===== src/rtl/multicycle_ctrl_fsm_if.sv =====
// -----------------------------------------------------------------------------
// multicycle_ctrl_fsm_if
//   Shared memory-port handshake between the multi-cycle sequencer and the
//   memory. One port carries both instruction fetch and data access.
//
//   Signals:
//     mem_req    sequencer -> memory  request active (fetch or data)
//     mem_we     sequencer -> memory  write enable qualifying mem_req
//     mem_ready  memory -> sequencer  request completes this cycle
//     opcode     memory -> sequencer  instr[6:0] of the read data
//
//   Modports:
//     master  sequencer side
//     slave   memory side
// -----------------------------------------------------------------------------
interface multicycle_ctrl_fsm_if;
    logic       mem_req;
    logic       mem_we;
    logic       mem_ready;
    logic [6:0] opcode;

    modport master (output mem_req, output mem_we, input mem_ready, input opcode);
    modport slave  (input mem_req, input mem_we, output mem_ready, output opcode);
endinterface


===== src/rtl/multicycle_ctrl_fsm.sv =====
// -----------------------------------------------------------------------------
// multicycle_ctrl_fsm
//   Multi-cycle control sequencer for a RISC-V datapath. Steps each instruction
//   through FETCH/DECODE/EXEC/MEM/WB, shares one memory port between fetch and
//   data access with a bounded wait, and traps on an illegal opcode or a memory
//   timeout. The trap is sticky; only reset_n leaves it.
//
//   Parameters:
//     TIMEOUT_CYCLES  max consecutive request cycles without mem_ready (>=1)
//     CNT_W           width of the retired-instruction counter
//
//   Ports:
//     clk             clock, rising edge
//     reset_n         synchronous reset, active-low
//     mem             memory handshake (master modport)
//     ir_write_o      load IR from memory data (FETCH, on mem_ready)
//     pc_write_o      PC <= PC+4 (FETCH, on mem_ready)
//     branch_o        datapath may take branch target if ALU zero
//     alu_src_o       0 = rs2, 1 = immediate
//     alu_op_o        R=111, I-ALU=000, address add=010, branch compare=001
//     reg_write_o     register-file write
//     mem_to_reg_o    writeback source: 1 = memory, 0 = ALU
//     instr_retire_o  one-cycle pulse on the last cycle of each instruction
//     trap_o          sticky halt indicator
//     trap_cause_o    01 illegal opcode, 10 bus timeout, 00 none
//     state_o         current state code, for debug
//     retire_count_o  retired-instruction count (only with CTRL_RETIRE_CNT_EN)
//
//   Build option:
//     CTRL_RETIRE_CNT_EN  adds retire_count_o; counter frozen while trapped.
// -----------------------------------------------------------------------------
module multicycle_ctrl_fsm #(
    parameter int unsigned TIMEOUT_CYCLES = 16,
    parameter int unsigned CNT_W          = 32
) (
    input  logic                    clk,
    input  logic                    reset_n,
    multicycle_ctrl_fsm_if.master   mem,
    output logic                    ir_write_o,
    output logic                    pc_write_o,
    output logic                    branch_o,
    output logic                    alu_src_o,
    output logic [2:0]              alu_op_o,
    output logic                    reg_write_o,
    output logic                    mem_to_reg_o,
    output logic                    instr_retire_o,
    output logic                    trap_o,
    output logic [1:0]              trap_cause_o,
    output logic [2:0]              state_o
`ifdef CTRL_RETIRE_CNT_EN
    ,
    output logic [CNT_W-1:0]        retire_count_o
`endif
);

    localparam logic [6:0] OP_R      = 7'b0110011;
    localparam logic [6:0] OP_I      = 7'b0010011;
    localparam logic [6:0] OP_LOAD   = 7'b0000011;
    localparam logic [6:0] OP_STORE  = 7'b0100011;
    localparam logic [6:0] OP_BRANCH = 7'b1100011;

    localparam int unsigned WAIT_W   = $clog2(TIMEOUT_CYCLES + 1);
    localparam logic [WAIT_W-1:0] WAIT_LAST = WAIT_W'(TIMEOUT_CYCLES - 1);

    typedef enum logic [2:0] {
        IDLE   = 3'd0,
        FETCH  = 3'd1,
        DECODE = 3'd2,
        EXEC   = 3'd3,
        MEM    = 3'd4,
        WB     = 3'd5,
        TRAP   = 3'd7
    } state_e;

    // Controls that depend only on state and the latched opcode.
    typedef struct packed {
        logic       mem_req;
        logic       mem_we;
        logic       branch;
        logic       alu_src;
        logic [2:0] alu_op;
        logic       reg_write;
        logic       mem_to_reg;
        logic       retire;
        logic       trap;
    } ctrl_t;

    function automatic logic is_legal(input logic [6:0] opc);
        return (opc == OP_R) || (opc == OP_I) || (opc == OP_LOAD) ||
               (opc == OP_STORE) || (opc == OP_BRANCH);
    endfunction

    function automatic ctrl_t decode(input state_e s, input logic [6:0] opc);
        ctrl_t c;
        c = '0;
        case (s)
            FETCH: c.mem_req = 1'b1;
            EXEC: begin
                case (opc)
                    OP_R:      c.alu_op = 3'b111;
                    OP_I:      begin c.alu_op = 3'b000; c.alu_src = 1'b1; end
                    OP_LOAD,
                    OP_STORE:  begin c.alu_op = 3'b010; c.alu_src = 1'b1; end
                    OP_BRANCH: begin c.alu_op = 3'b001; c.branch = 1'b1; c.retire = 1'b1; end
                    default:   ;
                endcase
            end
            // Address add held through the whole access so the address stays stable.
            MEM: begin
                c.mem_req = 1'b1;
                c.mem_we  = (opc == OP_STORE);
                c.alu_op  = 3'b010;
                c.alu_src = 1'b1;
            end
            WB: begin
                c.reg_write  = 1'b1;
                c.mem_to_reg = (opc == OP_LOAD);
                c.retire     = 1'b1;
            end
            TRAP:    c.trap = 1'b1;
            default: ;
        endcase
        return c;
    endfunction

    state_e              state_q, state_d;
    logic [6:0]          opcode_q, opcode_d;
    logic [WAIT_W-1:0]   wait_q, wait_d;
    logic [1:0]          cause_q, cause_d;
    ctrl_t               ctrl_q;

    // NOTE: every variable gets a default first so no path leaves it unassigned
    // (an unassigned path would infer a latch).
    always_comb begin
        state_d  = state_q;
        opcode_d = opcode_q;
        wait_d   = wait_q;
        cause_d  = cause_q;
        case (state_q)
            IDLE: state_d = FETCH;
            FETCH, MEM: begin
                if (mem.mem_ready) begin
                    if (state_q == FETCH) begin
                        opcode_d = mem.opcode;
                        state_d  = DECODE;
                    end else begin
                        state_d = (opcode_q == OP_LOAD) ? WB : FETCH;
                    end
                end else if (wait_q == WAIT_LAST) begin
                    state_d = TRAP;
                    cause_d = 2'b10;
                end else begin
                    wait_d = wait_q + 1'b1;
                end
            end
            DECODE: begin
                if (is_legal(opcode_q)) begin
                    state_d = EXEC;
                end else begin
                    state_d = TRAP;
                    cause_d = 2'b01;
                end
            end
            EXEC: begin
                if (opcode_q == OP_BRANCH) begin
                    state_d = FETCH;
                end else if (opcode_q == OP_LOAD || opcode_q == OP_STORE) begin
                    state_d = MEM;
                end else begin
                    state_d = WB;
                end
            end
            WB:      state_d = FETCH;
            TRAP:    state_d = TRAP;
            default: state_d = IDLE;
        endcase
        // Any state change restarts the wait count, which covers every entry
        // into FETCH or MEM.
        if (state_d != state_q) begin
            wait_d = '0;
        end
    end

`ifdef CTRL_RETIRE_CNT_EN
    logic [CNT_W-1:0] retire_cnt_q;
`endif

    // NOTE: sequential state uses non-blocking assignments so every register
    // samples pre-edge values regardless of statement order.
    always_ff @(posedge clk) begin
        if (!reset_n) begin
            state_q  <= IDLE;
            opcode_q <= '0;
            wait_q   <= '0;
            cause_q  <= '0;
            ctrl_q   <= '0;
`ifdef CTRL_RETIRE_CNT_EN
            retire_cnt_q <= '0;
`endif
        end else begin
            state_q  <= state_d;
            opcode_q <= opcode_d;
            wait_q   <= wait_d;
            cause_q  <= cause_d;
            // Registered from the next state, so outputs line up with state_q.
            ctrl_q   <= decode(state_d, opcode_d);
`ifdef CTRL_RETIRE_CNT_EN
            if (instr_retire_o) begin
                retire_cnt_q <= retire_cnt_q + CNT_W'(1);
            end
`endif
        end
    end

    // Completion-qualified controls must react to mem_ready in the same cycle.
    assign ir_write_o     = (state_q == FETCH) && mem.mem_ready;
    assign pc_write_o     = (state_q == FETCH) && mem.mem_ready;
    assign instr_retire_o = ctrl_q.retire ||
                            ((state_q == MEM) && (opcode_q == OP_STORE) && mem.mem_ready);

    assign mem.mem_req    = ctrl_q.mem_req;
    assign mem.mem_we     = ctrl_q.mem_we;
    assign branch_o       = ctrl_q.branch;
    assign alu_src_o      = ctrl_q.alu_src;
    assign alu_op_o       = ctrl_q.alu_op;
    assign reg_write_o    = ctrl_q.reg_write;
    assign mem_to_reg_o   = ctrl_q.mem_to_reg;
    assign trap_o         = ctrl_q.trap;
    assign trap_cause_o   = cause_q;
    assign state_o        = state_q;
`ifdef CTRL_RETIRE_CNT_EN
    assign retire_count_o = retire_cnt_q;
`endif

endmodule


===== src/flat_wrapper.sv =====
// flat-port wrapper written by rule: the top's interface ports become plain ports
module multicycle_ctrl_fsm_flat 
#(
    parameter int unsigned TIMEOUT_CYCLES = 16,
    parameter int unsigned CNT_W          = 32
)
  (clk, reset_n, ir_write_o, pc_write_o, branch_o, alu_src_o, alu_op_o, reg_write_o, mem_to_reg_o, instr_retire_o, trap_o, trap_cause_o, state_o, mem_mem_req, mem_mem_we, mem_mem_ready, mem_opcode);
  multicycle_ctrl_fsm_if mem_i ();
  input  logic clk;
  input  logic reset_n;
  output logic ir_write_o;
  output logic pc_write_o;
  output logic branch_o;
  output logic alu_src_o;
  output logic [2:0] alu_op_o;
  output logic reg_write_o;
  output logic mem_to_reg_o;
  output logic instr_retire_o;
  output logic trap_o;
  output logic [1:0] trap_cause_o;
  output logic [2:0] state_o;
  output wire logic [$bits(mem_i.mem_req)-1:0] mem_mem_req;
  output wire logic [$bits(mem_i.mem_we)-1:0] mem_mem_we;
  input wire logic [$bits(mem_i.mem_ready)-1:0] mem_mem_ready;
  input wire logic [$bits(mem_i.opcode)-1:0] mem_opcode;
  assign mem_mem_req = mem_i.mem_req;
  assign mem_mem_we = mem_i.mem_we;
  assign mem_i.mem_ready = mem_mem_ready;
  assign mem_i.opcode = mem_opcode;
  multicycle_ctrl_fsm #(.TIMEOUT_CYCLES(TIMEOUT_CYCLES), .CNT_W(CNT_W)) u_core (.clk(clk), .reset_n(reset_n), .mem(mem_i), .ir_write_o(ir_write_o), .pc_write_o(pc_write_o), .branch_o(branch_o), .alu_src_o(alu_src_o), .alu_op_o(alu_op_o), .reg_write_o(reg_write_o), .mem_to_reg_o(mem_to_reg_o), .instr_retire_o(instr_retire_o), .trap_o(trap_o), .trap_cause_o(trap_cause_o), .state_o(state_o));
endmodule

===== config.mk =====
export PLATFORM = sky130hd
export DESIGN_NAME = multicycle_ctrl_fsm_flat
export DESIGN_NICKNAME = d
export VERILOG_FILES = /design/src/rtl/multicycle_ctrl_fsm_if.sv /design/src/rtl/multicycle_ctrl_fsm.sv /design/src/flat_wrapper.sv
export SDC_FILE = /design/constraint.sdc
export NUM_CORES = 1
export LEC_CHECK = 0
export ABC_AREA = 1
export CAP_MARGIN = 20
export CORE_MARGIN = 5
export CORE_UTILIZATION = 40
export CTS_CLUSTER_SIZE = 20
export DETAILED_ROUTE_END_ITERATION = 8
export MAX_ROUTING_LAYER = met4
export PLACE_DENSITY = 0.65
export SLEW_MARGIN = 20
export SYNTH_ARGS = -nofsm -noshare
export SYNTH_HDL_FRONTEND = slang
export SYNTH_SLANG_ARGS = --single-unit

===== constraint.sdc =====
create_clock -name clk -period 1.65 [get_ports clk]
set_input_delay 0.2475 -clock clk [delete_from_list [all_inputs] [get_ports clk]]
set_output_delay 0.2475 -clock clk [all_outputs]
set_load 0.005 [all_outputs]

* Word-level counts from Yosys, hierarchy flattened
Index checks and enable logic that the tools add are counted.
Widths: inputs -> output; s select.
** Cells by class
- Add/subtract/negate cells :: 1
- Eq/ne operators :: 26
- Multiplexer cells :: 23
- Bitwise gates (word level) :: 3
- Reduce and logical (&&, ||, !) cells :: 22
** Operators with widths (number)
- $eq 7x6->1 const B :: 4
- $mux 7 :: 3
- $eq 3x3->1 const B :: 6
- $mux 3 :: 6
- $pmux 3 s5 :: 1
- $eq 7x2->1 const B :: 2
- $eq 7x5->1 const B :: 2
- $eq 7x7->1 const B :: 2
- $reduce_or 2->1 :: 5
- $eq 3x2->1 const B :: 3
- $pmux 3 s3 :: 1
- $mux 2 :: 4
- $pmux 4 s2 :: 1
- $eq 3x1->1 const B :: 2
- $logic_or 1x1->1 :: 6
- $reduce_and 2->1 :: 3
- $add 5x1->5 const B :: 1
- $eq 5x4->1 const B :: 1
- $mux 1 :: 5
- $ne 2x2->1 const B :: 2
- $pmux 2 s2 :: 1
- $reduce_and 4->1 :: 1
- $logic_and 1x1->1 :: 3
- $logic_not 3->1 :: 1
- other kinds (7) :: 9
** Word-level totals
- Bits in registers :: 28
- Input port bits :: 10
- Output and inout bits :: 18

* Longest topological paths before layout
- Depth in word-level cells :: 10
- Gate-level depth with buffers :: 13
- Gate-level depth less buffers :: 13

* Worst setup path before layout
No wires, ideal clock.
- Path kind :: register -> register
- From :: register u_core.wait_q[0]
- To :: register u_core.wait_q[0]
- Setup time :: 0.065 ns
- Arrival time :: 1.531 ns
- Required time :: 1.585 ns
- Slack :: 0.054 ns
- Stages on the path, launching flop included :: 12
- Period minus slack after synthesis :: 1.596 ns
- Cells stage by stage :: dfxtp_1 -> ha_1 -> inv_1 -> nor2_1 -> ha_1 -> nor2_1 -> nand2_1 -> nand3_2 -> nand3_1 -> a21oi_2 -> nand3_2 -> nor2_1
** On the way
- Word-level cells in the longest chain between the ends :: 6
- Elaborated cells on any way between the ends :: 9
** RTL lines
- start: declaration :: line multicycle_ctrl_fsm.sv:128 : logic [WAIT_W-1:0] wait_q, wait_d;
- start signal: assignment :: line multicycle_ctrl_fsm.sv:203 : wait_q <= wait_d;
- $eq 5x4->1 :: line multicycle_ctrl_fsm.sv:149 : end else if (wait_q == WAIT_LAST) begin
- $mux 3 :: line multicycle_ctrl_fsm.sv:149
- $mux 3 :: line multicycle_ctrl_fsm.sv:142 : if (mem.mem_ready) begin
- $pmux 3 s5 :: line multicycle_ctrl_fsm.sv:139 : case (state_q)
- $ne 3x3->1 :: line multicycle_ctrl_fsm.sv:179 : if (state_d != state_q) begin
- $reduce_or 2->1 (no source line)
Parallel ways exist; a longest one is shown, timed or not.
A chain may end at the register's enable or synchronous reset.

* Worst setup path in the final report
- From :: register u_core.state_q[1] (netlist: u_core.state_o[1])
- To :: register u_core.wait_q[2]
** On the way
- Word-level cells in the longest chain between the ends :: 6
- Elaborated cells on any way between the ends :: 16
** RTL lines
- start: declaration :: line multicycle_ctrl_fsm.sv:126 : state_e state_q, state_d;
- start signal: assignment :: line multicycle_ctrl_fsm.sv:201 : state_q <= state_d;
- $eq 3x1->1 :: line multicycle_ctrl_fsm.sv:139, multicycle_ctrl_fsm.sv:143
- $mux 3 :: line multicycle_ctrl_fsm.sv:143 : if (state_q == FETCH) begin
- $mux 3 :: line multicycle_ctrl_fsm.sv:142
- $pmux 3 s5 :: line multicycle_ctrl_fsm.sv:139
- $ne 3x3->1 :: line multicycle_ctrl_fsm.sv:179
- $reduce_or 2->1 (no source line)
Parallel ways exist; a longest one is shown, timed or not.

==> metrics.csv <==
metric,value,unit
status,finished with violations,
failing checks,setup timing,
Crit path required time,1.95,ns
Syn Std Cell Area,1436,um2
initial antenna violation count,0,
final worst clock skew,0.01151,ns
CTS tree,built,
power share of the clock group,23.7,%
GPL Wtd Cong,0.8266,
Port Buffer Count,27,
cells taking the most area after synthesis,"dfxtp_1 (39%), nand2_1 (12%), inv_1 (6.5%)",
Detail Placement HPWL,2436,um
hold-fix buffers at CTS,0,
via count,1460,
GR Overflow Total,0,
Final nets,274,
Min Hold Slack,0.3437,ns
Switching Share,32.35,%
sequential share of the synthesized area,39.02,%
Tightest Pin Transition,0.2713,ns
Worst EP arrival,2.02,ns
Synth area leader,dfxtp_1,
maximum fanout along the worst path,5,
"Clk Latency, worst-skew pair",0.34,ns
WL final,3808,um
Worst-path clk slew,0.16,ns
P_leak,1.051,nW
endpoints failing setup,6,
first-pass GRT wire length,6244,um
Final Critical Period,1.721,ns
dpl cell area,1891,um2
synth unique cells,33,
ant diodes,0,
Sink Count,28,
Syn-to-layout area delta,64.90,%
CTS buffer count,3,
Setup CP Type,register to register,
final worst-path cycle share,104.3,%
"Hold Violations, Final",0,
Gate power share,38.1,%
vias in the first global route,1445,
GRT Overall Usage,15.62,%
worst hold-check path type,input port to register,
Synth Flop Type,dfxtp_1,
Syn Nets,207,
Internal Pwr Total,1.312,mW
Synth top area share,39.02,%
Final Worst Setup Slack,-0.07146,ns
Relative slew margins,81.89,%
DR vias/cell,4.756,
die width,69.93,um
CP startpoint kind,register,
share of layout cells above drive strength 1,46.74,%
I/O pins,28,
Reg power frac,38.3,%
average size of a mapped cell,7.366,um2
core area,3416,um2
Syn Inst Count,195,
design area,2369,um2
H-tree depth,1,
power per cell area,818.6,nW/um2
wire per inst,12.40,um
root buffer cell,clkbuf_4,
"count leader, synth",nand2_1,
YS warnings,0,
initial core utilization,42.05,%
DR iter-0 viols,64,
Fill cells,271,
DIE AREA,4890,um2
Max-cap violations,0,
"FF+latch count, synth",28,
maximum VDD drop,0.4677,mV
CP endpoint kind,register,
# rows,21,
"top cells by count, synth","nand2_1 (47), dfxtp_1 (28), inv_1 (25), nor2_1 (25), nand3_1 (10)",
Final Max Slew Viols,0,
die span in y,69.93,um
"Async S/R FF share, synth",0,%
Remaining DRCs,0,
CTS Buffer Depth,2,
Antenna Nets Post-Route,0,
RSZ-0062 raised after global routing,true,
Max Fclk,580.9,MHz
1st-pass router iterations,4,
P_sw,627.3,uW
Post-synth EDFFs,0,
largest net degree at the start of global routing,17,
==> placed cells by master (no fill, tap or decap), types with 3 or more instances in the layout <==
| master | Yosys | routed |
|---|---|---|
| nand2_1 | 47 | 32 |
| buf_4 | 4 | 31 |
| clkdlybuf4s50_1 | 0 | 22 |
| dfxtp_1 | 28 | 21 |
| inv_1 | 25 | 18 |
| nand2_2 | 5 | 16 |
| nor2_1 | 25 | 16 |
| buf_6 | 0 | 10 |
| nor2_2 | 3 | 8 |
| nor2_4 | 2 | 6 |
| inv_2 | 4 | 6 |
| nand4_1 | 6 | 6 |
| nand3_1 | 10 | 6 |
| nand3_4 | 0 | 6 |
| nand2_4 | 1 | 5 |
| a21oi_1 | 5 | 5 |
| inv_4 | 0 | 4 |
| dfxtp_2 | 0 | 4 |
| o21ai_4 | 1 | 3 |
| o21ai_0 | 3 | 3 |
| clkbuf_4 | 0 | 3 |
| dlygate4sd2_1 | 0 | 3 |
| dfxtp_4 | 0 | 3 |
==> sequential cells by signal, indices dropped and copies added (netlist names) <==
name	cells
u_core.branch_o	1
u_core.opcode_q	7
u_core.mem.mem_we	1
u_core.wait_q	5
u_core.reg_write_o	1
u_core.trap_o	1
u_core.ctrl_q	1
u_core.alu_op_o	3
u_core.alu_src_o	1
u_core.mem.mem_req	1
u_core.mem_to_reg_o	1
u_core.state_o	3
u_core.trap_cause_o	2
==> final timing paths <==
kind,startpoint,endpoint,slack (ns),cells past startpoint
max,u_core.state_o[1]$_SDFF_PN0_,u_core.wait_q[2]$_SDFFE_PP0P_,-0.07,12
min,mem_mem_ready,u_core.trap_cause_o[1]$_SDFFE_PN0P_,0.34,4
min reg2reg,u_core.trap_cause_o[1]$_SDFFE_PN0P_,u_core.trap_cause_o[1]$_SDFFE_PN0P_,0.46,2
max reg2reg,u_core.state_o[1]$_SDFF_PN0_,u_core.wait_q[2]$_SDFFE_PP0P_,-0.07,12
==> critical path: stages, from the launching register on <==
cell	delay (ns)
dfxtp_4	0.38
buf_6	0.12
buf_4	0.15
buf_6	0.12
inv_6	0.07
nand3_4	0.07
nand2_4	0.10
nand3_4	0.12
nand2_2	0.08
nand2_2	0.05
a21oi_2	0.18
nand3_4	0.13
nor2_2	0.11
==> power groups by stage <==
| stage | registers (mW) | logic (mW) | clock network (mW) |
|---|---|---|---|
| 2_1_floorplan | 0.762 | 0.284 | 0 |
| 3_3_place_gp | 0.758 | 0.483 | 0 |
| 3_5_place_dp | 0.759 | 0.482 | 0 |
| 4_1_cts | 0.741 | 0.595 | 0.470 |
| 5_1_grt | 0.746 | 0.801 | 0.493 |
| 6_report | 0.742 | 0.738 | 0.459 |
==> what timing repair did <==
item                                    in CTS  in global routing
endpoints found under the setup margin      19                 20
endpoints found under the hold margin        0                  0
pin swaps                                   12                 31
setup buffers                               10                  7
gates resized for setup                     44                 50
==> metrics by stage <==
step | setup slack (ns) | power [mW] | setup TNS, ns | util, % | cells
floorplan | 0.05372 | 1.046 | 0 | - | 195
global placement | -0.3052 | 1.241 | -4.390 | 55.35 | 286
detailed placement | -0.3242 | 1.242 | -4.815 | 55.35 | 286
CTS | -0.02094 | 1.807 | -0.07599 | 62.45 | 300
global route | -0.1518 | 2.041 | -1.447 | 69.34 | 307
finish | -0.07146 | 1.939 | -0.2986 | 69.34 | 307
==> metal layers <==
metal	vias up	share of wire (%)	track usage [%]
met4	0	1.1	5.745
met3	5	2.6	1.865
li1	745	-	-
met1	684	43	19.46
met5	-	0	-
met2	26	53	25.92
==> cell type report <==
class                      count  area, um2  area share [%]
clock buffer                   3      22.52          0.9509
clock inverter                 1      30.03           1.268
inverter                      29      123.9           5.230
multi-input combinational    132      948.4           40.04
sequential                    28      576.8           24.35
tap                           46      57.56           2.430
timing repair buffer          68      609.3           25.73
==> cells by family (layout without fill, tap and decap cells) <==
family | count (synthesis) | count (layout) | synth area share [%]
compound gates | 18 | 18 | 9.060
fa+ha+maj | 2 | 2 | 1.742
flops | 28 | 28 | 39.02
simple gates | 108 | 108 | 36.24
buf+inv | 35 | 101 | 11.32
xor+xnor | 3 | 3 | 1.830
mux | 1 | 1 | 0.7839
(Power assumes the default switching activity.)
